--- src/rtl/user.sv ---
// Serial messaging endpoint: sends a NUM_BYTES text buffer as framed characters, one bit per
// clock, and reassembles the peer's stream. Define PARITY_EN to add an even-parity bit per frame.
module user #(
    parameter int unsigned NUM_BYTES = 100,
    parameter int unsigned DATA_BITS = 8
) (
    input  logic                 clock,
    input  logic                 reset_n,
    input  logic [8*NUM_BYTES:1] enter_text_here,
    output logic [8*NUM_BYTES:1] receiving_message_to_file,
    output logic                 out,
    input  logic                 in,
    output logic                 tx_done,
    output logic                 rx_done,
    output logic                 rx_error
);
    localparam int unsigned IDX_W = $clog2(NUM_BYTES + 1);
    localparam int unsigned BIT_W = $clog2(DATA_BITS);
    localparam logic [IDX_W-1:0] LAST_IDX = IDX_W'(NUM_BYTES - 1);
    localparam logic [BIT_W-1:0] LAST_BIT = BIT_W'(DATA_BITS - 1);

    // Entry NUM_BYTES-1 is character 0, so the packed layout matches the port layout.
    typedef logic [NUM_BYTES-1:0][DATA_BITS-1:0] msg_t;

    typedef enum logic [2:0] {
        TxIdle, TxLoad, TxStart, TxData, TxParity, TxStop, TxDone
    } tx_state_e;

    typedef enum logic [1:0] {
        RxWait, RxData, RxParity, RxStop
    } rx_state_e;

    tx_state_e            tx_state_q, tx_state_d;
    msg_t                 shadow_q, shadow_d;
    logic [IDX_W-1:0]     tx_index_q, tx_index_d;
    logic [BIT_W-1:0]     tx_bit_q, tx_bit_d;
    logic [DATA_BITS-1:0] tx_char;

    rx_state_e            rx_state_q, rx_state_d;
    msg_t                 rx_buf_q, rx_buf_d;
    logic [IDX_W-1:0]     rx_index_q, rx_index_d;
    logic [BIT_W-1:0]     rx_bit_q, rx_bit_d;
    logic [DATA_BITS-1:0] rx_shift_q, rx_shift_d;
    logic                 rx_par_ok_q, rx_par_ok_d;
    logic                 rx_done_q, rx_done_d;
    logic                 rx_error_q, rx_error_d;

    assign tx_char = shadow_q[LAST_IDX - tx_index_q];

    always_comb begin
        tx_state_d = tx_state_q;
        shadow_d   = shadow_q;
        tx_index_d = tx_index_q;
        tx_bit_d   = tx_bit_q;
        out        = 1'b1;
        tx_done    = 1'b0;
        unique case (tx_state_q)
            TxIdle: tx_state_d = TxLoad;
            TxLoad: begin
                shadow_d   = enter_text_here;
                tx_index_d = '0;
                tx_state_d = TxStart;
            end
            TxStart: begin
                out        = 1'b0;
                tx_bit_d   = LAST_BIT;
                tx_state_d = TxData;
            end
            TxData: begin
                out = tx_char[tx_bit_q];
                if (tx_bit_q == '0) begin
`ifdef PARITY_EN
                    tx_state_d = TxParity;
`else
                    tx_state_d = TxStop;
`endif
                end else begin
                    tx_bit_d = tx_bit_q - BIT_W'(1);
                end
            end
            TxParity: begin
                out        = ^tx_char;
                tx_state_d = TxStop;
            end
            TxStop: begin
                if (tx_index_q == LAST_IDX) begin
                    tx_state_d = TxDone;
                end else begin
                    tx_index_d = tx_index_q + IDX_W'(1);
                    tx_state_d = TxStart;
                end
            end
            TxDone: begin
                tx_done = 1'b1;
                if (enter_text_here != shadow_q) tx_state_d = TxLoad;
            end
            default: tx_state_d = TxIdle;
        endcase
    end

    always_comb begin
        rx_state_d  = rx_state_q;
        rx_buf_d    = rx_buf_q;
        rx_index_d  = rx_index_q;
        rx_bit_d    = rx_bit_q;
        rx_shift_d  = rx_shift_q;
        rx_par_ok_d = rx_par_ok_q;
        rx_done_d   = rx_done_q;
        rx_error_d  = rx_error_q;
        unique case (rx_state_q)
            RxWait: begin
                if (!in) begin
                    rx_state_d  = RxData;
                    rx_bit_d    = LAST_BIT;
                    rx_par_ok_d = 1'b1;
                    // A start bit after a complete message begins a fresh one.
                    if (rx_done_q) begin
                        rx_buf_d   = '0;
                        rx_index_d = '0;
                        rx_done_d  = 1'b0;
                        rx_error_d = 1'b0;
                    end
                end
            end
            RxData: begin
                rx_shift_d = {rx_shift_q[DATA_BITS-2:0], in};
                if (rx_bit_q == '0) begin
`ifdef PARITY_EN
                    rx_state_d = RxParity;
`else
                    rx_state_d = RxStop;
`endif
                end else begin
                    rx_bit_d = rx_bit_q - BIT_W'(1);
                end
            end
            RxParity: begin
                rx_par_ok_d = ((^rx_shift_q) == in);
                rx_state_d  = RxStop;
            end
            RxStop: begin
                rx_state_d = RxWait;
                if (in && rx_par_ok_q) begin
                    rx_buf_d[LAST_IDX - rx_index_q] = rx_shift_q;
                    rx_index_d = rx_index_q + IDX_W'(1);
                    if (rx_index_q == LAST_IDX) rx_done_d = 1'b1;
                end else begin
                    rx_error_d = 1'b1;
                end
            end
            default: rx_state_d = RxWait;
        endcase
    end

    always_ff @(posedge clock or negedge reset_n) begin
        if (!reset_n) begin
            tx_state_q  <= TxIdle;
            shadow_q    <= '0;
            tx_index_q  <= '0;
            tx_bit_q    <= '0;
            rx_state_q  <= RxWait;
            rx_buf_q    <= '0;
            rx_index_q  <= '0;
            rx_bit_q    <= '0;
            rx_shift_q  <= '0;
            rx_par_ok_q <= 1'b1;
            rx_done_q   <= 1'b0;
            rx_error_q  <= 1'b0;
        end else begin
            tx_state_q  <= tx_state_d;
            shadow_q    <= shadow_d;
            tx_index_q  <= tx_index_d;
            tx_bit_q    <= tx_bit_d;
            rx_state_q  <= rx_state_d;
            rx_buf_q    <= rx_buf_d;
            rx_index_q  <= rx_index_d;
            rx_bit_q    <= rx_bit_d;
            rx_shift_q  <= rx_shift_d;
            rx_par_ok_q <= rx_par_ok_d;
            rx_done_q   <= rx_done_d;
            rx_error_q  <= rx_error_d;
        end
    end

    assign receiving_message_to_file = rx_buf_q;
    assign rx_done                   = rx_done_q;
    assign rx_error                  = rx_error_q;

endmodule

--- config.mk ---
export PLATFORM = sky130hd
export DESIGN_NAME = user
export DESIGN_NICKNAME = d
export VERILOG_FILES = /design/src/rtl/user.sv
export SDC_FILE = /design/constraint.sdc
export NUM_CORES = 2
export LEC_CHECK = 0
export ABC_AREA = 1
export CORE_AREA = 5 5 616 618
export DETAILED_ROUTE_END_ITERATION = 16
export DIE_AREA = 0 0 621 623
export PLACE_DENSITY_LB_ADDON = 0.05
export SLEW_MARGIN = 20
export SYNTH_ARGS = -nofsm -noshare
export SYNTH_HDL_FRONTEND = slang
export SYNTH_SLANG_ARGS = --single-unit
--- constraint.sdc ---
create_clock -name clock -period 4.04 [get_ports clock]
set_clock_uncertainty 0.15 [all_clocks]
set_input_delay 1.01 -clock clock [delete_from_list [all_inputs] [get_ports clock]]
set_output_delay 1.01 -clock clock [all_outputs]
set_load 0.02 [all_outputs]
==> flow_summary.ini <==
[floorplanning]
die_h_microns = 623
die_area_sq_um = 387000
rows = 225
initial_core_util_pct = 21.3
core-area_sq_um = 374000
design.portCount = 1607
die-width_microns = 621

[placement]
dp_hpwl_mm = 448
portBuffers = 1606
dp.cells = 15979
gp_congestion = 0.913

[sta]
max_clock_freq_mhz = 195
period_minus_slack_ps = 5130
rsz0062_at_grt = yes
fin_crit_sh_pct = 127
tightestPinTransition_ps = 1150
hold_viol = 0
drv_slew = 0
setup_viol = 1
worst_slack_ps = -1090
maxSlewHeadroom_pct = 23.4

[critical_path]
critPathKind = flop to primary output
cp-end-kind = primary output
required_ps = 2880
crit_family = simple AND/OR/NAND/NOR gates
cp_data_arrival_time_ps = 3970
path_cells = buf_12 > buf_8 > buf_12 > o211ai_1 > nand3_1 > nand3_1 > nand3_1 > nand3_1 > buf_6 > nand2_1 > nand2_2 > nand2_1 > nand2_2 > inv_2 > nand2_1 > nand2_1 > nand2_1 > nand3_2 > nand2_4 > buf_8
cpMostUsedCell = nand2_1
cpMaxStageDelayCell = dfrtp_4
start_kind = flop
critPathBufInv = 6
critical-path-max-stage-delay_ps = 520
cp_max_fo = 23

[global_routing]
grt_max_degree = 220
grt.total_usage_pct = 27.9
gr-total-overflow = 0
antenna_found_initial = 212
grt_pass1_wl_mm = 739
grt_pass1_vias = 76894

[logic_synthesis]
ys.flop_type = dfrtp_1
syn_area_sq_um = 79600
ys_warn_count = 0
synthCells = 9371
syn_avg_cell_area_sq_um = 8.49
synth-edff-count = 0
ys_seq_area_share_pct = 51.5
synth_nets = 10189
async_flop_share_pct = 100
ys_types = 47
ys_seq_elements = 1636

[pwr]
ir_drop_mv = 0.360
finalPower_w = 0.0496
power_leakage_nw = 48.1
power.density_nw_per_um2 = 435

[layout]
fin_nets = 12048
drive_gt1_share_pct = 10.8
final_cell_mix = nand2_1 (2124), dfrtp_1 (1632), clkdlybuf4s50_1 (1604), o21ai_0 (1362), nand3_1 (1196)
final_common_cell = nand2_1
fin_cells = 16444
area_growth_pct = 43.4

[clock_tree]
clock_latency_ps = 920
cts_buffer_depth = 4
numCtsBuffers = 217
clkSinkCount = 1636
htreeDepth = 4
cts_tree = done
clkSlewWorstSetupHoldPaths_ps = 60
root_buffer = clkbuf_16

[route]
viasPerCell = 4.76
drtAntennaViolNets = 0
post_drt_wl_per_cell_microns = 34.2
wirelength_mm = 563
drtIter0Drc = 7476
drc = 0
vias = 78219
dr.pass1.iters = 6

[min_path]
hold_class = flop to flop

[run]
cap_violations = 0

[run_status]
status = finished with violations
violations = setup timing
area by class of cell:
cell class              count  area, sq um
fillers                 39590       260000
flip-flops and latches   1636        41000
multi-input cells        6421        33900
repair buffers           2262        23000
clock buffers             320         6360
well taps                4994         6250
inverters                 692         2640
clock inverters            61          793
diodes                     58          145
cells in the mapped netlist, types with 11 or more instances:
| master | n | share of area [%] |
|---|---|---|
| a21oi_1 | 101 | 0.64 |
| a22o_1 | 18 | 0.20 |
| buf_1 | 46 | 0.22 |
| buf_2 | 122 | 0.77 |
| buf_4 | 23 | 0.22 |
| buf_6 | 38 | 0.54 |
| clkbuf_1 | 391 | 1.8 |
| dfrtp_1 | 1635 | 51 |
| ha_1 | 15 | 0.24 |
| inv_1 | 670 | 3.2 |
| inv_2 | 21 | 0.099 |
| nand2_1 | 2176 | 10 |
| nand2_2 | 18 | 0.14 |
| nand3_1 | 1269 | 8.0 |
| nand4_1 | 118 | 0.93 |
| nor2_1 | 95 | 0.45 |
| nor2_2 | 11 | 0.087 |
| nor3_1 | 16 | 0.10 |
| nor4_1 | 107 | 0.84 |
| nor4b_1 | 11 | 0.12 |
| o211ai_1 | 130 | 1.2 |
| o21ai_0 | 1380 | 8.7 |
| o21ai_1 | 110 | 0.69 |
| o22ai_1 | 43 | 0.34 |
| o31ai_1 | 89 | 0.84 |
| xnor2_1 | 350 | 3.9 |
| xor2_1 | 305 | 3.4 |
path summary, 6_finish.rpt:
path / startpoint / to / slack [ps] / depth (start not counted)
max in group asynchronous: reset_n / receiving_message_to_file[312]$_DFFE_PN0P_ / 1780 / 4
min reg2reg: receiving_message_to_file[39]$_DFFE_PN0P_ / receiving_message_to_file[39]$_DFFE_PN0P_ / 340 / 2
max: tx_index_q[0]$_DFFE_PN0P_ / out / -1090 / 20
max reg2reg: shadow_q[766]$_DFFE_PN0P_ / tx_state_q[2]$_DFFE_PN0P_ / 380 / 12
min: receiving_message_to_file[39]$_DFFE_PN0P_ / receiving_message_to_file[39]$_DFFE_PN0P_ / 340 / 2
min in group asynchronous: reset_n / shadow_q[25]$_DFFE_PN0P_ / 580 / 2
stage by stage:
step	util, %	hold WS (ps)	area (sq um)	worst slack (ps)	setup TNS [ps]
final	30.5	337	114000	-1090	-1090
after global routing	30.5	359	114000	-1130	-1130
after CTS	30.3	340	113000	-1080	-1080
after detailed placement	28.2	322	105000	-987	-3760
after global placement	28.2	317	105000	-928	-3540
after floorplan	-	304	79600	133	0
layer usage:
layer	vias to the layer above	part of all wire, %	track usage [%]
li1	34996	-	-
met1	39224	39	32.8
met2	3119	49	48.4
met3	840	7.1	7.08
met4	40	4.8	11.3
met5	-	0.049	0
power by group:
| group | total, W | switching [W] | leakage (nW) | internal (W) |
|---|---|---|---|---|
| Combinational | 0.0110 | 0.00749 | 23.7 | 0.00355 |
| Sequential | 0.0184 | 0.000875 | 20.9 | 0.0175 |
| Clock | 0.0202 | 0.00848 | 3.52 | 0.0117 |
cells by family after synthesis:
| family | after synthesis | share of synthesized area, % |
|---|---|---|
| DFF | 1636 | 51.5 |
| adders and majority gates | 15 | 0.236 |
| buffers and inverters | 1314 | 6.89 |
| and+or+nand+nor | 3841 | 21.2 |
| xor gates and xnor gates | 656 | 7.25 |
| AOI/OAI and AO/OA | 1909 | 13.0 |
flip-flops by register name (all words and copies together) (netlist names):
register and count:
rx_index_q 7, rx_shift_q 8, rx_error 1, rx_bit_q 3
tx_state_q 3, shadow_q 800, tx_index_q 7, tx_bit_q 3
rx_done 1, receiving_message_to_file 800, rx_state_q 2, rx_par_ok_q 1
worst register-to-register path, stage by stage, from the launching register on:
cell	delay [ps]
dfrtp_1	400
xor2_1	170
buf_4	200
nor4_1	490
buf_4	210
nand2_1	180
nor2_2	400
nand4_1	460
nor3_1	280
nand3b_1	180
nor2_1	130
nand2_1	150
a21oi_1	180
repair_timing:
| action | in CTS | in global routing |
|---|---|---|
| hold endpoints to repair | 27 | 0 |
| endpoints found under the setup margin | 3 | 1 |
| pin swaps | 34 | 80 |
| buffers inserted | 7 | 10 |
| gates cloned | 6 | 6 |
| hold buffers | 1 | 0 |
| gates resized for setup | 121 | 99 |
(Power assumes the default switching activity.)
